[config.mk]
export PLATFORM = sky130hd
export DESIGN_NAME = aes128_input_masker
export DESIGN_NICKNAME = d
export VERILOG_FILES = /design/src/rtl/aes128_input_masker.sv
export SDC_FILE = /design/constraint.sdc
export NUM_CORES = 1
export LEC_CHECK = 0
export CORE_MARGIN = 1.5
export CORE_UTILIZATION = 49
export DETAILED_ROUTE_END_ITERATION = 8
export MAX_ROUTING_LAYER = met4
export PLACE_DENSITY = 0.91
export RECOVER_POWER = 25
export SLEW_MARGIN = 10
export SYNTH_ARGS = -nofsm -noshare
export SYNTH_HDL_FRONTEND = slang
export SYNTH_SLANG_ARGS = --single-unit
[constraint.sdc]
create_clock -name clk_i -period 2.1 [get_ports clk_i]
set_clock_uncertainty 0.15 [all_clocks]
set_input_delay 0.42 -clock clk_i [delete_from_list [all_inputs] [get_ports clk_i]]
set_output_delay 0.42 -clock clk_i [all_outputs]
set_load 0.005 [all_outputs]
[src/rtl/aes128_input_masker.sv]
// rtl/aes128_input_masker.sv - splits an unmasked 128-bit block into Boolean shares, one byte per beat
module aes128_input_masker #(
    parameter  int NUM_SHARES = 2,
    localparam int RAND_W     = (NUM_SHARES - 1) * 8
) (
    input  logic                    clk_i,
    input  logic                    rst_ni,
    input  logic                    in_valid_i,
    output logic                    in_ready_o,
    input  logic [127:0]            in_data_i,
    input  logic                    rand_valid_i,
    output logic                    rand_ready_o,
    input  logic [RAND_W-1:0]       rand_i,
    output logic                    out_valid_o,
    input  logic                    out_ready_i,
    output logic [8*NUM_SHARES-1:0] out_shares_o,
    output logic [3:0]              out_idx_o,
    output logic                    out_last_o
);

    generate
        if (NUM_SHARES < 2 || NUM_SHARES > 5) begin : g_bad_shares
            $error("aes128_input_masker: NUM_SHARES must be in 2..5");
        end
    endgenerate

    typedef enum logic {
        S_IDLE,
        S_SHARE
    } state_t;

    state_t                  state_q, state_d;
    logic [3:0]              cnt_q;
    logic [127:0]            block_q;
    logic                    accept;
    logic                    fire;
    logic [7:0]              cur_byte;
    logic [7:0]              mask;
    logic [8*NUM_SHARES-1:0] shares_d;

    assign in_ready_o   = (state_q == S_IDLE);
    assign accept       = in_valid_i && in_ready_o;
    assign fire         = (state_q == S_SHARE) && rand_valid_i && (!out_valid_o || out_ready_i);
    assign rand_ready_o = fire;
    assign cur_byte     = block_q[{cnt_q, 3'b000} +: 8];

    always_comb begin
        state_d = state_q;
        case (state_q)
            S_IDLE:  if (accept) state_d = S_SHARE;
            S_SHARE: if (fire && cnt_q == 4'd15) state_d = S_IDLE;
            default: state_d = S_IDLE;
        endcase
    end

    // Share 0 is the only one touching the secret, and only via the registered output.
    always_comb begin
        mask     = 8'h00;
        shares_d = '0;
        for (int s = 1; s < NUM_SHARES; s++) begin
            shares_d[8*s +: 8] = rand_i[8*(s-1) +: 8];
            mask               = mask ^ rand_i[8*(s-1) +: 8];
        end
        shares_d[7:0] = cur_byte ^ mask;
    end

    always_ff @(posedge clk_i) begin
        if (!rst_ni) begin
            state_q      <= S_IDLE;
            cnt_q        <= 4'd0;
            block_q      <= '0;
            out_valid_o  <= 1'b0;
            out_shares_o <= '0;
            out_idx_o    <= 4'd0;
            out_last_o   <= 1'b0;
        end else begin
            state_q <= state_d;
            if (accept) begin
                block_q <= in_data_i;
                cnt_q   <= 4'd0;
            end
            if (fire) begin
                out_shares_o <= shares_d;
                out_idx_o    <= cnt_q;
                out_last_o   <= (cnt_q == 4'd15);
                out_valid_o  <= 1'b1;
                cnt_q        <= cnt_q + 4'd1;
                if (cnt_q == 4'd15) block_q <= '0;
            end else if (out_valid_o && out_ready_i) begin
                out_valid_o <= 1'b0;
            end
        end
    end

endmodule
==> results.md <==
* Initial core utilization at 50.7%
* Max Cap Viol at 0
* CP Data Arrival Time at 2130 ps
* Global-route wire length before repair at between 20 and 30 mm
* Final instance area at between 8000 and 9000 sq um
* Warnings, synthesis at 0
* Post-Syn Nets at 894
* Seq/Total Area, Yosys at 48.1%
* Crit path launch: cnt_q[2]
* Worst setup EP type: flop
* Most frequent cells in the layout: 285 x nand2_1, 159 x clkdlybuf4s50_1, 153 x dfxtp_1, 130 x a21oi_1, 30 x mux4_2
* Slew @ Worst Pin at around 470 ps
* Worst Hold Class: flop to flop
* Mapped cell area at about 6500 sq um
* EDFF count, synth at 0
* PortBufs at roughly 160
* Max Transition Viols Final at 0
* Final Hold Fails at 0
* Total gr overflow at 0
* Rows at approximately 40
* WHS at 302 ps
* CP Launch Type: flop
* H-tree levels at 4
* Layout area overhead at 38.5%
* # setup viols final at 0
* Most common cell after layout, fill and taps aside: nand2_1
* Layout cell share with drive strength beyond 1 at between 10% and 20%
* Largest net degree at the start of global routing at 69
* Peak VDD IR at around 500 uV
* DRT Pass-1 Iters at 5
* Post-placement setup slack at -165 ps
* Fmax at 0.503 GHz
* # fillers at ~1000
* Vias at 5958
* CTS tree: yes
* # diodes at 0
* Routed len/inst at roughly 17 um
* Largest cells by area after synthesis: dfxtp_1 48%, nand2_1 17%, mux4_2 10%, a21oi_1 10%, clkbuf_1 2.2%
* Root buffer cell: clkbuf_16
* # clock sinks at between 150 and 200
* Number of antenna-violating nets in the routed design at 0
* Final Util at 70.3%
* Final WS setup at 113 ps
* Crit Path Class: flop to flop
* Remaining DRCs at 0
* Worst reg2reg path depth at 5
* R2R setup slack at around 110 ps
* Tmin final at roughly 2000 ps
* Top-area cell type share of the netlist area at 48.1%
* Skew-Pair Late Insertion Delay at roughly 420 ps
* Top FF cell, synth: dfxtp_1
* Critical R2R Capture: out_shares_o[2]
* Initial antenna violation count at 0
* Final std cells w/o fill at approximately 1100
* Post-Place Cell Area at ~8500 sq um
* Yosys reg bits at 155
* Height of the die at 118 um
* Unrepaired setup endpoints after global routing: false
* Final cycle utilization of the critical path at roughly 95%
* Worst Setup EP: out_shares_o[2]
* Reg clk slew, reported paths at about 60 ps
* Placer Congestion at 0.814
* Cells after DPL at 1059
* Synth Instances at between 700 and 800
* Nets at approximately 1000
* Post-synth ARST share at 0%
* Reg-to-reg startpoint: cnt_q[2]
* Data required, critical path at approximately 2200 ps
* Die Wd at approximately 120 um
* Setup bufs post-CTS at 0
* Vias in the first global route at roughly 5800
* PwrDens at 769 nW/um^2
* CP Max Fanout at 18
* Core area at approximately 13000 sq um
* Yosys cell types at 31
* 1st-iter DRT viols at between 500 and 600
* Final wirelength at between 15 and 20 mm
* Slew HR at between 60% and 70%
* Die ar. at around 14000 sq um
* Status: completed
* Total CTS buffers at 17
* Tot GR Track Use at 27.4%
* Via/cell ratio at between 5 and 6
* P_leak at around 3.3 nW
* Max clock buf depth at 2
* Mean Syn Cell Area at between 8 and 9 sq um
* Largest area contributor in the netlist: dfxtp_1
* DP HPWL at around 13 mm
* I/O Pins at ~170
==> Yosys cell counts (2+ instances only) <==
cell      number
a21boi_1      16
a21o_1         8
a21oi_1      130
a22oi_1        9
a22oi_2        7
a31oi_1        8
and2_1         3
buf_2         18
buf_6          2
clkbuf_1      37
dfxtp_1      155
mux4_1         2
mux4_2        30
nand2_1      286
nand2b_1       2
nand3_1       10
nor2b_1        5
nor3_1         2
o21ai_0        8
o21ai_1        3
==> timing repair <==
| item | CTS | global route |
|---|---|---|
| setup endpoints to repair | 1 | 2 |
| hold buffers | 0 | 0 |
| endpoints found under the hold margin | 0 | 0 |
| gates resized for setup | 4 | 3 |
==> registers in the layout (all words and copies together) (netlist names) <==
register      count
out_shares_o     16
state_q           1
out_last_o        1
block_q         128
cnt_q             4
out_idx_o         4
out_valid_o       1
==> worst min-delay path by stage <==
stage	from	endpoint	slack, ps	cells after the start
6_report	block_q[86]	block_q[86]	300	2
2_1_floorplan	block_q[48]	block_q[48]	280	2
4_1_cts	block_q[86]	block_q[86]	300	2
3_5_place_dp	out_shares_o[8]	out_shares_o[8]	290	2
5_1_grt	block_q[90]	block_q[90]	310	2
3_3_place_gp	block_q[120]	block_q[120]	290	2
==> cell type report <==
cell class                 count  area (sq um)  area share, %
sequential                   155          3110           34.7
multi-input combinational    535          3100           34.6
timing repair buffer         195          2020           22.6
clock buffer                  24           472           5.28
tap                          172           215           2.41
clock inverter                 4          20.0          0.224
inverter                       2          7.51         0.0840
==> where the power goes <==
part | switching [mW] | internal [mW] | leakage [nW] | total (mW)
logic | 0.478 | 0.544 | 1.74 | 1.02
registers | 0.0949 | 3.13 | 1.27 | 3.23
clock network | 1.09 | 1.54 | 0.245 | 2.62
total | 1.66 | 5.21 | 3.25 | 6.87
==> logic make-up after synthesis <==
kind of cell,count (synthesis),share of synthesized area [%]
and+or+nand+nor,312,18.9
DFF,155,48.1
muxes,33,11.4
AOI/OAI and AO/OA,189,16.9
adders and majority gates,1,0.194
buffers and inverters,62,4.50
==> worst max-delay path, cell delays in order, from the launching register on <==
cell and delay (ps):
dfxtp_2 400, buf_12 220, mux4_2 530, a22oi_1 310, a21o_1 170, a31oi_1 70
==> metal layers <==
layer / wire [um] / global-route usage, % / share of wire (%) / vias up
met1: 7420 / 33.4 / 41 / 2784
met2: 8740 / 43.4 / 48 / 257
li1: - / - / - / 2862
met4: 616 / 11.9 / 3.4 / 0
met3: 1250 / 6.83 / 6.9 / 55
met5: 0 / - / 0 / -
==> per-stage QoR <==
step	total power, mW	setup TNS, ps
finish	6.87	0
global route	7.14	0
CTS	6.90	0
detailed placement	4.30	-12080
global placement	4.26	-9330
floorplan	3.74	0
Power figures use the tool's default switching activity.
==> RTL change: new RTL, same flow settings <==
Reset style: asynchronous (`rst_ni`), changed in one clocked block.
--- a/src/rtl/aes128_input_masker.sv
+++ b/src/rtl/aes128_input_masker.sv
@@ -64,7 +64,7 @@
         shares_d[7:0] = cur_byte ^ mask;
     end
 
-    always_ff @(posedge clk_i) begin
+    always_ff @(posedge clk_i or negedge rst_ni) begin
         if (!rst_ni) begin
             state_q      <= S_IDLE;
             cnt_q        <= 4'd0;
Function: differs if rst_ni is asserted again (counterexample within 4 cycles, from zero or initial values and one cycle with rst_ni low); with rst_ni held inactive, the same outputs for 10 cycles.
==> RTL change against the original RTL <==
  * Via count rose by 13%
  * Synthesized area rose by 17%
  * Routed wire length rose by 16%
  * Global-route usage fell by 0.059 points
  * Setup slack got worse by 0.062 ns
  * Sequential cell count did not move
  * Largest cell class unchanged
  * Cell area rose by 17%
Power is not compared: it rests on default switching activity, and its combinational part moved more than twofold at a synthesized area within 25%.
==> RTL change: results (changes against the original RTL) <==
* Vias per cell at 5.54 (+1.1%)
* Placed cell area at 9710 sq um (+15%)
* Unique cell type count in the Yosys netlist at 42 (+35%)
* CP Max Fanout at 19 (+1)
* Outcome: completed
* Hold EP: out_shares_o[15]$_DFFE_PN0N_
* Most frequent cells after synthesis: nand2_1, dfrtp_1, a21oi_1
* Delay-heaviest family, CP: flip-flops
* Ranking of synthesized cells by area: dfrtp_1, nand2_1, a21oi_1
* Via Count at 6744 (+13%)
* Setup slack at placement at -0.205 ns (-0.0401 ns)
* Pin count of the biggest net entering global routing at 54 (-22%)
* First-pass GRT wire length at 33300 um (+15%)
* Slew HR at 29.6% (-39 points)
* Syn Nets at 987 (+10%)
* Arrival time worst endpoint at 2.24 ns (+0.11 ns)
* Hold Slack at 0.329 ns (+0.0270 ns)
* DP HPWL at 14600 um (+13%)
* Crit-path slowest cell: dfrtp_4
* Fillers at 1094 (+11%)
* Post-Place Cells at 1179 (+11%)
* P&R area growth vs syn at 38.5% (about the same)
* Crit path to: out_shares_o[7]$_DFFE_PN0N_
* Aggregate routed wire length at 20900 um (+16%)
* Crit. Startpoint: cnt_q[1]$_DFFE_PN0P_
* Adder-cell share of the synthesized area at 0.165% (-0.029 points)
* Total track usage at 27.4% (-0.059 points)
* Post-synthesis compound-gate area fraction at 14.5% (-2.4 points)
* Syn Inst Count at 845 (+12%)
* Resize count post-CTS at 15 (+11)
* Post-synthesis sequential area ratio at 51.1% (+3.1 points)
* Initial antenna violation count at 1 (+1)
* Iter 0 DRT Violations at 689 (+27%)
* LEAKAGE at ~4.7 nW
* CTS Hold Bufs at 1 (+1)
* Reg2Reg Depth at 6 (+1)
* # Post-CTS Setup Buffers at 2 (+2)
* Async set-reset flop share out of synthesis at 100% (+100 points)
* Worst R2R Setup Slack at 0.05 ns (-0.06 ns)
* Clk_lat worst skew at ~0.43 ns
* Multiplexer share of the synthesized area at 9.07% (-2.4 points)
* RePlAce Congestion at 0.855 (+5.0%)
-- RTL change: cell type report --
| type | count | area share, % |
|---|---|---|
| Multi-Input combinational cell | 625 | 33.4 |
| Clock inverter | 7 | 1.07 |
| Sequential cell | 155 | 37.0 |
| Inverter | 2 | 0.0715 |
| Tap cell | 188 | 2.24 |
| Antenna cell | 1 | 0.0238 |
| Clock buffer | 24 | 4.68 |
| Timing Repair Buffer | 215 | 21.5 |
-- RTL change: metal layers --
metal	routed length (um)	global-route usage [%]	share of wire (%)	up-vias
li1	-	-	-	3205
met1	8620	33.6	41	3255
met2	10200	44.1	49	245
met3	1610	7.87	7.7	39
met4	440	8.16	2.1	0
met5	0	-	0	-
-- RTL change: power by group through the flow --
stage	clock [mW]	sequential (mW)	combinational, mW
3_5_place_dp	0	4.95	5.47
5_1_grt	3.33	5.08	6.45
6_report	3.15	4.94	5.93
2_1_floorplan	0	4.75	3.54
4_1_cts	3.18	4.92	5.68
3_3_place_gp	0	4.89	5.26
